File: config.mk
export PLATFORM = sky130hd
export DESIGN_NAME = serial_add_ctrl
export DESIGN_NICKNAME = d
export VERILOG_FILES = /design/src/rtl/serial_add_ctrl.sv
export SDC_FILE = /design/constraint.sdc
export NUM_CORES = 1
export LEC_CHECK = 0
export ABC_AREA = 0
export BUFFER_PORTS_ARGS = -buffer_cell sky130_fd_sc_hd__buf_2
export CELL_PAD_IN_SITES_DETAIL_PLACEMENT = 1
export CELL_PAD_IN_SITES_GLOBAL_PLACEMENT = 1
export CORE_MARGIN = 3
export CORE_UTILIZATION = 45
export DETAILED_ROUTE_END_ITERATION = 12
export PLACE_DENSITY_LB_ADDON = 0.15
export SLEW_MARGIN = 20
export SYNTH_ARGS = -nofsm -noshare
export SYNTH_HDL_FRONTEND = slang
export SYNTH_HIERARCHICAL = 1
export SYNTH_SLANG_ARGS = --single-unit
File: constraint.sdc
create_clock -name clk -period 4.1 [get_ports clk]
set_clock_uncertainty 0.1 [all_clocks]
set_input_delay 0 -clock clk [delete_from_list [all_inputs] [get_ports clk]]
set_output_delay 0 -clock clk [all_outputs]
set_load 0.03 [all_outputs]
File: src/rtl/serial_add_ctrl.sv
// Bit-serial add/subtract controller: one full adder is reused LSB-first over WIDTH clocks,
// with operands in and the result out over valid/ready handshakes.

module full_adder (
    input  logic a,
    input  logic b,
    input  logic cin,
    output logic sum,
    output logic cout
);
    assign sum  = a ^ b ^ cin;
    assign cout = (a & b) | (cin & (a ^ b));
endmodule

module serial_add_ctrl #(
    parameter int WIDTH = 8
) (
    input  logic             clk,
    input  logic             rst,
    input  logic             in_valid,
    output logic             in_ready,
    input  logic [WIDTH-1:0] a,
    input  logic [WIDTH-1:0] b,
    input  logic             cin,
    input  logic             sub,
    output logic             out_valid,
    input  logic             out_ready,
    output logic [WIDTH-1:0] sum,
    output logic             cout,
    output logic             ovf,
    output logic             busy
);
    localparam int CW = (WIDTH > 1) ? $clog2(WIDTH) : 1;

    typedef enum logic [1:0] {IDLE, RUN, DONE} state_t;

    state_t           state, state_nxt;
    logic [CW-1:0]    cnt;
    logic [WIDTH-1:0] op_a, op_b, acc, acc_nxt;
    logic             carry;
    logic             fa_s, fa_c;
    logic             accept, last;

    full_adder u_fa (
        .a    (op_a[cnt]),
        .b    (op_b[cnt]),
        .cin  (carry),
        .sum  (fa_s),
        .cout (fa_c)
    );

    assign accept = in_valid && (state == IDLE);
    assign last   = (cnt == CW'(WIDTH - 1));

    // Partial result with the current bit merged in; becomes the visible sum on the last bit.
    always_comb begin
        acc_nxt      = acc;
        acc_nxt[cnt] = fa_s;
    end

    always_ff @(posedge clk) begin
        if (rst) state <= IDLE;
        else     state <= state_nxt;
    end

    always_comb begin
        state_nxt = state;
        in_ready  = 1'b0;
        out_valid = 1'b0;
        busy      = 1'b0;
        case (state)
            IDLE: begin
                in_ready = 1'b1;
                if (in_valid) state_nxt = RUN;
            end
            RUN: begin
                busy = 1'b1;
                if (last) state_nxt = DONE;
            end
            DONE: begin
                busy      = 1'b1;
                out_valid = 1'b1;
                if (out_ready) state_nxt = IDLE;
            end
            default: state_nxt = IDLE;
        endcase
    end

    // Subtraction is folded in at capture time as A + ~B + 1.
    always_ff @(posedge clk) begin
        if (rst) begin
            op_a  <= '0;
            op_b  <= '0;
            acc   <= '0;
            carry <= 1'b0;
            cnt   <= '0;
            sum   <= '0;
            cout  <= 1'b0;
            ovf   <= 1'b0;
        end else if (accept) begin
            op_a  <= a;
            op_b  <= sub ? ~b : b;
            carry <= sub ? 1'b1 : cin;
            cnt   <= '0;
        end else if (state == RUN) begin
            acc   <= acc_nxt;
            carry <= fa_c;
            if (last) begin
                sum  <= acc_nxt;
                cout <= fa_c;
                ovf  <= carry ^ fa_c;
            end else begin
                cnt <= cnt + CW'(1);
            end
        end
    end
endmodule

==> results of run 1 <==
## synthesized netlist by cell type, types with 2 or more instances
cell       n
dfxtp_1   40
mux2_2     2
nand2_1   23
mux4_1     4
o21ai_0   11
ha_1       6
nand3_1    9
a211oi_1  11
and2b_1    2
mux2i_1    6
inv_1      4
xnor2_1   10
nor2_1    10
buf_1      2
clkbuf_1   8
nor2b_1    3
nor3_1     4
a21oi_1   25
a311oi_1   8
nand2b_1   7
o31ai_1    3
nand4_1    5
and2_1     2
buf_2      5
buf_4      2
## placed cells by master (no fill, tap or decap), types with 7 or more instances in the layout
cell / instances
dfxtp_1: 40
buf_2: 34
a21oi_1: 25
nand2_1: 23
dlygate4sd3_1: 17
a211oi_1: 11
o21ai_0: 11
xnor2_1: 10
nor2_1: 10
nand3_1: 9
a311oi_1: 8
nand2b_1: 7
## how the worst min path moves through the flow
stage,end,slack (ps)
after global placement,op_a[1],140
after CTS,state[1],9
after floorplan,op_a[2],40
after global routing,carry,30
final,state[1],10
after detailed placement,op_a[6],150
## layer usage
metal	vias to the layer above	routed length [microns]
li1	864	-
met1	832	2040
met2	39	2720
met3	10	191
met4	0	78
met5	-	0
## worst register-to-register path: cells and delay by family (launching register included)
kind | cells | cell delay [ps]
buf+inv | 1 | 250
compound gates | 1 | 280
simple gates | 2 | 420
flops | 1 | 400
fa+ha+maj | 1 | 810
mux | 2 | 850
## area by class of cell
class	count	area [sq um]	area share (%)
clock inverter	3	90.1	3.66
tap	50	62.6	2.54
timing repair buffer	53	355	14.4
inverter	4	15.0	0.610
multi-input combinational	156	1070	43.4
sequential	40	801	32.5
clock buffer	5	68.8	2.80
## cells by family after synthesis
| group | Yosys count |
|---|---|
| XOR/XNOR | 10 |
| AO/OA/AOI/OAI | 61 |
| adder cells (fa/ha/maj) | 7 |
| flip-flops | 40 |
| AND/OR/NAND/NOR | 66 |
| multiplexers | 12 |
| buffers and inverters | 22 |
## power by group
part	switching, mW	internal, mW	leakage, nW
registers	0.0295	0.423	0.326
logic	0.178	0.113	0.563
clock network	0.144	0.304	0.0784
total	0.351	0.840	0.968
## state kept, by name, summed over array words and instances, names as in the netlist
register and count:
acc 8, sum 8, op_a 8, carry 1, op_b 8, state 2
cout 1, ovf 1, cnt 3
==> impl_metrics.csv, run 1 <==
group,metric,value,unit
worst_setup_path,cp.depth,7,
synthesis,avgSynthCellArea,9.05,sq um
final_layout,final-instance-count-excl-fill,311,
clocking,cts_buffers,5,
global_routing,grt_max_degree,42,
route,vias_per_cell,5.61,
worst_setup_path,slowest_stage,"fa_1",
power,total_power,1.19,mW
worst_setup_path,path_buf_inv,1,
worst_setup_path,startpoint_type,"flop",
floorplan,dieArea,0.00522,sq mm
final_layout,num-fill-cells,473,
clocking,cts-root-buf,"clkbuf_8",
clocking,cts.path.max_buffers,2,
synthesis,synth_top_area_share,40.6,%
clocking,tritoncts,"built",
job,drv_cap,0,
placement,portBuffers,34,
final_layout,finish.utilization,59.8,%
floorplan,core_area,0.00412,sq mm
synthesis,synth-xor-area-share,4.44,%
route,vias,1745,
min_path,min-delay-start,"in_valid",
synthesis,syn_nets,247,
sta,fin_ws,901,ps
placement,hpwl,3420,microns
clocking,clk_latency,290,ps
global_routing,grt_pass1_wl,8290,microns
synthesis,syn_inst,218,
clocking,htreeDepth,2,
placement,routabilityCongestion,0.772,
sta,hold_viol_final,0,
sta,fin_crit_sh,78.0,%
placement,post-place-cells,286,
worst_setup_path,worstSetupEndpoint,"sum[3]",
synthesis,synthAdderAreaFrac,4.82,%
floorplan,die_h,72.2,microns
global_routing,use_met3,5.40,%
global_routing,met1_usage,22.3,%
worst_setup_path,cp.arrival,3300,ps
worst_setup_path,worst-setup-path-type,"flop to flop",
worst_setup_path,path_cells,"buf_4 > mux4_1 > mux2_2 > fa_1 > nor2b_1 > nand3_1 > a311oi_1",
route,wl,5030,microns
worst_setup_path,reg2reg_depth,7,
sta,hold_slack,11.9,ps
floorplan,die_x,72.2,microns
sta,maxSlewViolCount,0,
final_layout,fin_area,0.00246,sq mm
sta,finalSetupViolCount,0,
sta,worst_pin_slew,989,ps
worst_setup_path,endpoint_kind,"flop",
sta,layout_min_cycle_time,3200,ps
worst_setup_path,path_max_fanout,16,
floorplan,initial_core_util,47.9,%
clocking,cts_resized,0,
sta,timing.setup.tns,0,ps
synthesis,synth_area,0.00197,sq mm
route,dr.first_iter.drc_count,81,
global_routing,grt-ovfl-total,0,
clocking,numClockSinks,40,
worst_setup_path,critPathLaunch,"cnt[1]",
placement,pre_cts_ws,891,ps
worst_setup_path,r2r_start,"cnt[1]",
worst_setup_path,rrSetupSlack,900,ps
final_layout,synthToLayoutAreaGrowth,24.7,%
final_layout,antenna_cells,0,
global_routing,met2_usage,38.5,%
clocking,hold_buffers,17,
min_path,hold_depth,3,
power,power_density,484,mW/mm^2
run_status,outcome,"completed",
worst_setup_path,max_stage_delay,810,ps
synthesis,synth_simple_gate_area_share,16.0,%
final_layout,drive_gt1_share,18.4,%
power,irDropWorstVdd,0.251,mV
route,antenna_left,0,
synthesis,synth_mux_area_share,9.51,%
global_routing,grt_pass1_vias,1813,
clocking,post_cts_buffers,0,
clocking,clkTransAtPathRegs,80,ps
synthesis,yosys.area.top_type,"dfxtp_1",
worst_setup_path,timing.critical_path.required,4210,ps
floorplan,io-pin-count,35,
global_routing,antenna_found_initial,0,
synthesis,synthArstFlopShare,0,%
final_layout,layout.nets,289,
sta,rsz0062_at_grt,"false",
synthesis,synth_cell_types,31,
power,leakagePower,0.968,nW
synthesis,synth-edff-count,0,
synthesis,yosys_warnings,6,
floorplan,rows,23,
min_path,hp-class,"input pin to flop",
sta,slew_headroom,34.1,%
synthesis,ys.flop_type,"dfxtp_1",
route,dr.pass1.iters,4,
synthesis,synth_top_family_by_area,"compound AO/OA/AOI/OAI gates",
synthesis,synth_area_leaders,"dfxtp_1, a21oi_1, mux4_1",
sta,max_freq,313,MHz
placement,place_area,0.00213,sq mm
synthesis,ys_seq_area_share,40.6,%
synthesis,ys_seq_elements,40,
global_routing,grt_usage,20.5,%
route,wl_per_cell,16.2,microns
synthesis,synth_compound_gate_area_share,19.3,%
worst_setup_path,critPathTopFamily,"multiplexers",
route,route.detailed.drc,0,
worst_setup_path,reg2reg_to,"sum[3]",
global_routing,top_usage_layer,"met2",
No activity file was read; power rests on OpenSTA's default activity.
==> run 2: changes to the inputs <==
ABC_AREA = 1   (was 0)
CORE_UTILIZATION = 40   (was 45)
clock period = 3.08 ns   (was 4.1 ns; I/O delays follow)
==> impl_metrics.csv, run 2 <==
group,metric,value,unit
run_status,outcome,"completed",
global_routing,antenna_found_initial,0,
power,irDropWorstVdd,0.246,mV
synthesis,synth_compound_gate_area_share,10.1,%
job,drv_cap,0,
synthesis,synth_top_area_share,37.9,%
route,wl,5170,microns
global_routing,grt_pass1_vias,2074,
floorplan,die_h,78.7,microns
sta,worst_pin_slew,589,ps
synthesis,synth_simple_gate_area_share,31.3,%
worst_setup_path,timing.critical_path.required,3210,ps
final_layout,drive_gt1_share,14.8,%
global_routing,grt-ovfl-total,0,
global_routing,met1_usage,22.7,%
route,dr.pass1.iters,4,
floorplan,io-pin-count,35,
global_routing,top_usage_layer,"met2",
worst_setup_path,path_max_fanout,18,
synthesis,ys.flop_type,"dfxtp_1",
worst_setup_path,critPathLaunch,"cnt[0]",
synthesis,synth_mux_area_share,0,%
clocking,clk_latency,290,ps
power,power_density,514,mW/mm^2
worst_setup_path,reg2reg_depth,12,
synthesis,synth_area,0.00211,sq mm
synthesis,synthMostInstantiatedCell,"nand2_1",
synthesis,synth-xor-area-share,3.73,%
placement,place_area,0.00226,sq mm
worst_setup_path,r2r_start,"cnt[0]",
sta,hold_viol_final,0,
synthesis,avgSynthCellArea,6.93,sq um
route,dr.first_iter.drc_count,95,
final_layout,fin_area,0.00254,sq mm
final_layout,finish.utilization,51.7,%
synthesis,ys_seq_area_share,37.9,%
synthesis,yosys.area.top_type,"dfxtp_1",
synthesis,synthAdderAreaFrac,4.50,%
synthesis,ys_seq_elements,40,
clocking,tritoncts,"built",
synthesis,synth-edff-count,0,
placement,routabilityCongestion,0.703,
clocking,cts-root-buf,"clkbuf_8",
synthesis,syn_nets,334,
sta,maxSlewViolCount,0,
synthesis,synth_area_leaders,"dfxtp_1, nand2_1, nor2_1",
final_layout,final_common_cell,"nand2_1",
floorplan,dieArea,0.00619,sq mm
final_layout,num-fill-cells,679,
synthesis,synth_top_family_by_area,"simple AND/OR/NAND/NOR gates",
sta,timing.setup.tns,0,ps
final_layout,layout.nets,380,
worst_setup_path,endpoint_kind,"flop",
final_layout,antenna_cells,0,
clocking,numClockSinks,40,
worst_setup_path,worst-setup-path-type,"flop to flop",
floorplan,rows,25,
route,vias_per_cell,4.84,
final_layout,ff_latch_area,801,sq um
power,leakagePower,1.23,nW
clocking,cts_resized,0,
worst_setup_path,startpoint_type,"flop",
floorplan,core_area,0.00491,sq mm
sta,finalSetupViolCount,0,
floorplan,initial_core_util,43.0,%
route,wl_per_cell,12.4,microns
sta,fin_crit_sh,74.4,%
route,antenna_left,0,
worst_setup_path,reg2reg_to,"sum[7]",
route,vias,2023,
sta,slew_headroom,60.7,%
synthesis,synthArstFlopShare,0,%
final_layout,multi_input_area,0.00105,sq mm
final_layout,final_cell_mix,"nand2_1, nor2_1, dfxtp_1",
final_layout,synthToLayoutAreaGrowth,20.2,%
route,route.detailed.drc,0,
sta,rsz0062_at_grt,"false",
synthesis,syn_inst,305,
floorplan,die_x,78.7,microns
min_path,hp-class,"input pin to flop",
clocking,cts_buffers,5,
global_routing,met2_usage,33.4,%
global_routing,grt_usage,18.9,%
worst_setup_path,worstSetupEndpoint,"sum[7]",
sta,max_freq,436,MHz
worst_setup_path,cp.arrival,2420,ps
clocking,clkTransAtPathRegs,80,ps
sta,hold_slack,13.5,ps
synthesis,yosys_warnings,6,
placement,portBuffers,34,
worst_setup_path,rrSetupSlack,790,ps
sta,layout_min_cycle_time,2290,ps
clocking,cts.path.max_buffers,2,
clocking,htreeDepth,2,
placement,hpwl,3520,microns
global_routing,grt_pass1_wl,9280,microns
synthesis,synth_cell_types,24,
min_path,hold_depth,2,
global_routing,grt_max_degree,28,
synthesis,netlist_top_cells_count,"nand2_1, nor2_1, dfxtp_1, inv_1, nand3_1",
global_routing,use_met3,3.90,%
run 2: worst min-delay path by stage:
stage | start | endpoint | slack [ps]
after global placement | a[1] | op_a[1] | 150
after detailed placement | a[1] | op_a[1] | 160
after CTS | in_valid | state[1] | 10
after global routing | in_valid | state[1] | 60
after floorplan | a[0] | op_a[0] | 60
final | rst | state[1] | 10
run 2: what timing repair did:
item                                   CTS  global route
endpoints found under the hold margin   18             0
hold buffers                            18             0
buffers inserted                         0             0
run 2: layout make-up:
type                    instances  share of cell area (%)
multi-input cells             214                    41.2
well taps                      67                    3.30
flip-flops and latches         40                    31.5
repair buffers                 56                    15.0
clock buffers                   7                    3.79
inverters                      34                    5.22
run 2: worst max-delay path, cell delays in order (launching register included):
cell,delay (ps)
dfxtp_1,520
inv_6,130
nand2_1,90
nand2_1,60
nand2_1,60
nand2_1,50
nand2_1,50
nand2_1,70
fa_1,710
nand4_1,170
nand2_1,90
nor2_1,40
nor2_1,100
run 2: power breakdown:
group          internal, mW  total [mW]  switching (mW)
clock network         0.200       0.384           0.184
registers             0.565       0.599          0.0333
logic                 0.124       0.323           0.198
run 2: kinds of logic (layout without fill, tap and decap cells):
| group | Yosys count | after routing |
|---|---|---|
| AOI/OAI and AO/OA | 42 | 42 |
| and+or+nand+nor | 156 | 156 |
| adders and majority gates | 7 | 7 |
| DFF | 40 | 40 |
| xor gates and xnor gates | 9 | 9 |
| buffers and inverters | 51 | 97 |
run 2: metal layers:
layer,share of wire [%],routed length [microns],vias to the layer above
met1,46,2390,944
met4,1.4,72,0
met2,49,2550,28
met3,3.0,154,6
li1,-,-,1045
met5,0,0,-
run 2: per-stage QoR:
stage | worst slack (ps) | total power, mW | cells
floorplan | 1020 | 0.857 | 305
global placement | 825 | 0.906 | 393
detailed placement | 784 | 0.916 | 393
CTS | 763 | 1.32 | 418
global route | 544 | 1.39 | 418
finish | 789 | 1.31 | 418
==> run 3: changes to the inputs <==
clock period = 2.2 ns   (was 3.08 ns; I/O delays follow)
==> impl_metrics.csv, run 3 (synthesized netlist as in run 2, its figures left out) <==
group,metric,value,unit
sta,fin_crit_sh,95.0,%
global_routing,grt_pass1_vias,2144,
clocking,cts-root-buf,"clkbuf_8",
worst_setup_path,endpoint_kind,"flop",
clocking,htreeDepth,2,
final_layout,final_common_cell,"nand2_1",
placement,pre_cts_ws,11.2,ps
job,drv_cap,0,
placement,routabilityCongestion,0.720,
sta,timing.setup.tns,0,ps
power,power_density,712,mW/mm^2
sta,maxSlewViolCount,0,
clocking,post_cts_buffers,0,
clocking,clkTransAtPathRegs,80,ps
worst_setup_path,worstSetupEndpoint,"sum[7]",
floorplan,rows,25,
worst_setup_path,r2r_start,"cnt[0]",
route,dr.pass1.iters,4,
clocking,numClockSinks,40,
clocking,clk_latency,300,ps
worst_setup_path,startpoint_type,"flop",
placement,hpwl,3670,microns
worst_setup_path,timing.critical_path.required,2340,ps
global_routing,grt_max_degree,26,
global_routing,antenna_found_initial,0,
route,dr.first_iter.drc_count,74,
worst_setup_path,cp.arrival,2230,ps
run_status,outcome,"completed",
sta,finalSetupViolCount,0,
final_layout,drive_gt1_share,17.4,%
route,antenna_left,0,
worst_setup_path,critPathLaunch,"cnt[0]",
floorplan,die_x,78.7,microns
route,vias,2042,
worst_setup_path,worst-setup-path-type,"flop to flop",
sta,worst_pin_slew,541,ps
clocking,cts_buffers,5,
global_routing,grt_usage,19.9,%
power,total_power,1.85,mW
route,vias_per_cell,4.83,
route,wl,5640,microns
floorplan,die_h,78.7,microns
clocking,tritoncts,"built",
global_routing,grt_pass1_wl,9800,microns
worst_setup_path,reg2reg_to,"sum[7]",
min_path,hp-class,"input pin to flop",
global_routing,grt-ovfl-total,0,
sta,fin_ws,111,ps
final_layout,antenna_cells,0,
sta,max_freq,479,MHz
min_path,min-delay-start,"rst",
sta,rsz0062_at_grt,"true",
worst_setup_path,path_max_fanout,8,
final_layout,synthToLayoutAreaGrowth,22.8,%
worst_setup_path,reg2reg_depth,12,
clocking,cts.path.max_buffers,2,
sta,hold_viol_final,0,
final_layout,num-fill-cells,672,
worst_setup_path,rrSetupSlack,110,ps
final_layout,layout.nets,384,
final_layout,final_cell_mix,"nand2_1, nor2_1, dfxtp_1",
power,leakagePower,1.24,nW
floorplan,initial_core_util,43.0,%
sta,slew_headroom,63.9,%
placement,portBuffers,34,
floorplan,core_area,0.00491,sq mm
power,irDropWorstVdd,0.339,mV
route,route.detailed.drc,0,
sta,layout_min_cycle_time,2090,ps
floorplan,io-pin-count,35,
floorplan,dieArea,0.00619,sq mm
route,wl_per_cell,13.3,microns
[run 3: cell count changes in the layout (fill, tap and decap cells not counted), sizes merged]
cell,change
dlygate4sd3,+1
clkbuf,+1
buf,+3
[run 3: worst min path at each step]
stage	end	depth (start not counted)
2_1_floorplan	op_a[0]	2
3_3_place_gp	op_a[1]	3
3_5_place_dp	op_a[2]	3
4_1_cts	state[1]	2
5_1_grt	state[1]	2
6_report	state[1]	2
[run 3: final cells by class]
type | instances | area [sq um] | share of cell area, %
multi-input cells | 214 | 1070 | 41.1
clock buffers | 8 | 90.1 | 3.47
flip-flops and latches | 40 | 805 | 31.0
inverters | 34 | 133 | 5.11
repair buffers | 60 | 417 | 16.1
well taps | 67 | 83.8 | 3.23
[run 3: worst max-delay path: stages, from the launching register on]
cell	delay, ps
dfxtp_4	370
buf_6	140
nand2_2	50
nand2_1	60
nand2_1	50
nand2_1	50
nand2_1	70
nand2_2	70
fa_2	680
nand4_1	150
nand2_1	120
nor2_2	40
nor2_1	70
[run 3: stage by stage]
step	hold slack (ps)	util (%)	instance area, sq um	cells
2_1_floorplan	63.6	-	2110	305
3_3_place_gp	148	46.6	2290	396
3_5_place_dp	159	46.6	2290	396
4_1_cts	38.4	52.3	2570	423
5_1_grt	75.2	52.8	2590	423
6_report	37.4	52.8	2590	423
[run 3: power by group]
group / internal [mW] / total [mW] / switching [mW]
Sequential: 0.792 / 0.836 / 0.0444
Combinational: 0.193 / 0.494 / 0.300
Clock: 0.256 / 0.517 / 0.261
[run 3: what timing repair did]
action / in CTS / in global routing
hold buffers: 19 / 0
resized for setup: 1 / 9
pin swaps: 0 / 6
setup endpoints to repair: 1 / 16
hold endpoints to repair: 18 / 0
[run 3: layer usage]
metal,track usage (%),vias to the layer above,share of wire (%)
met5,0,-,0
met4,4.72,0,0.94
met3,4.59,5,4.1
met2,35.8,33,49
met1,23.8,944,46
li1,-,1060,-
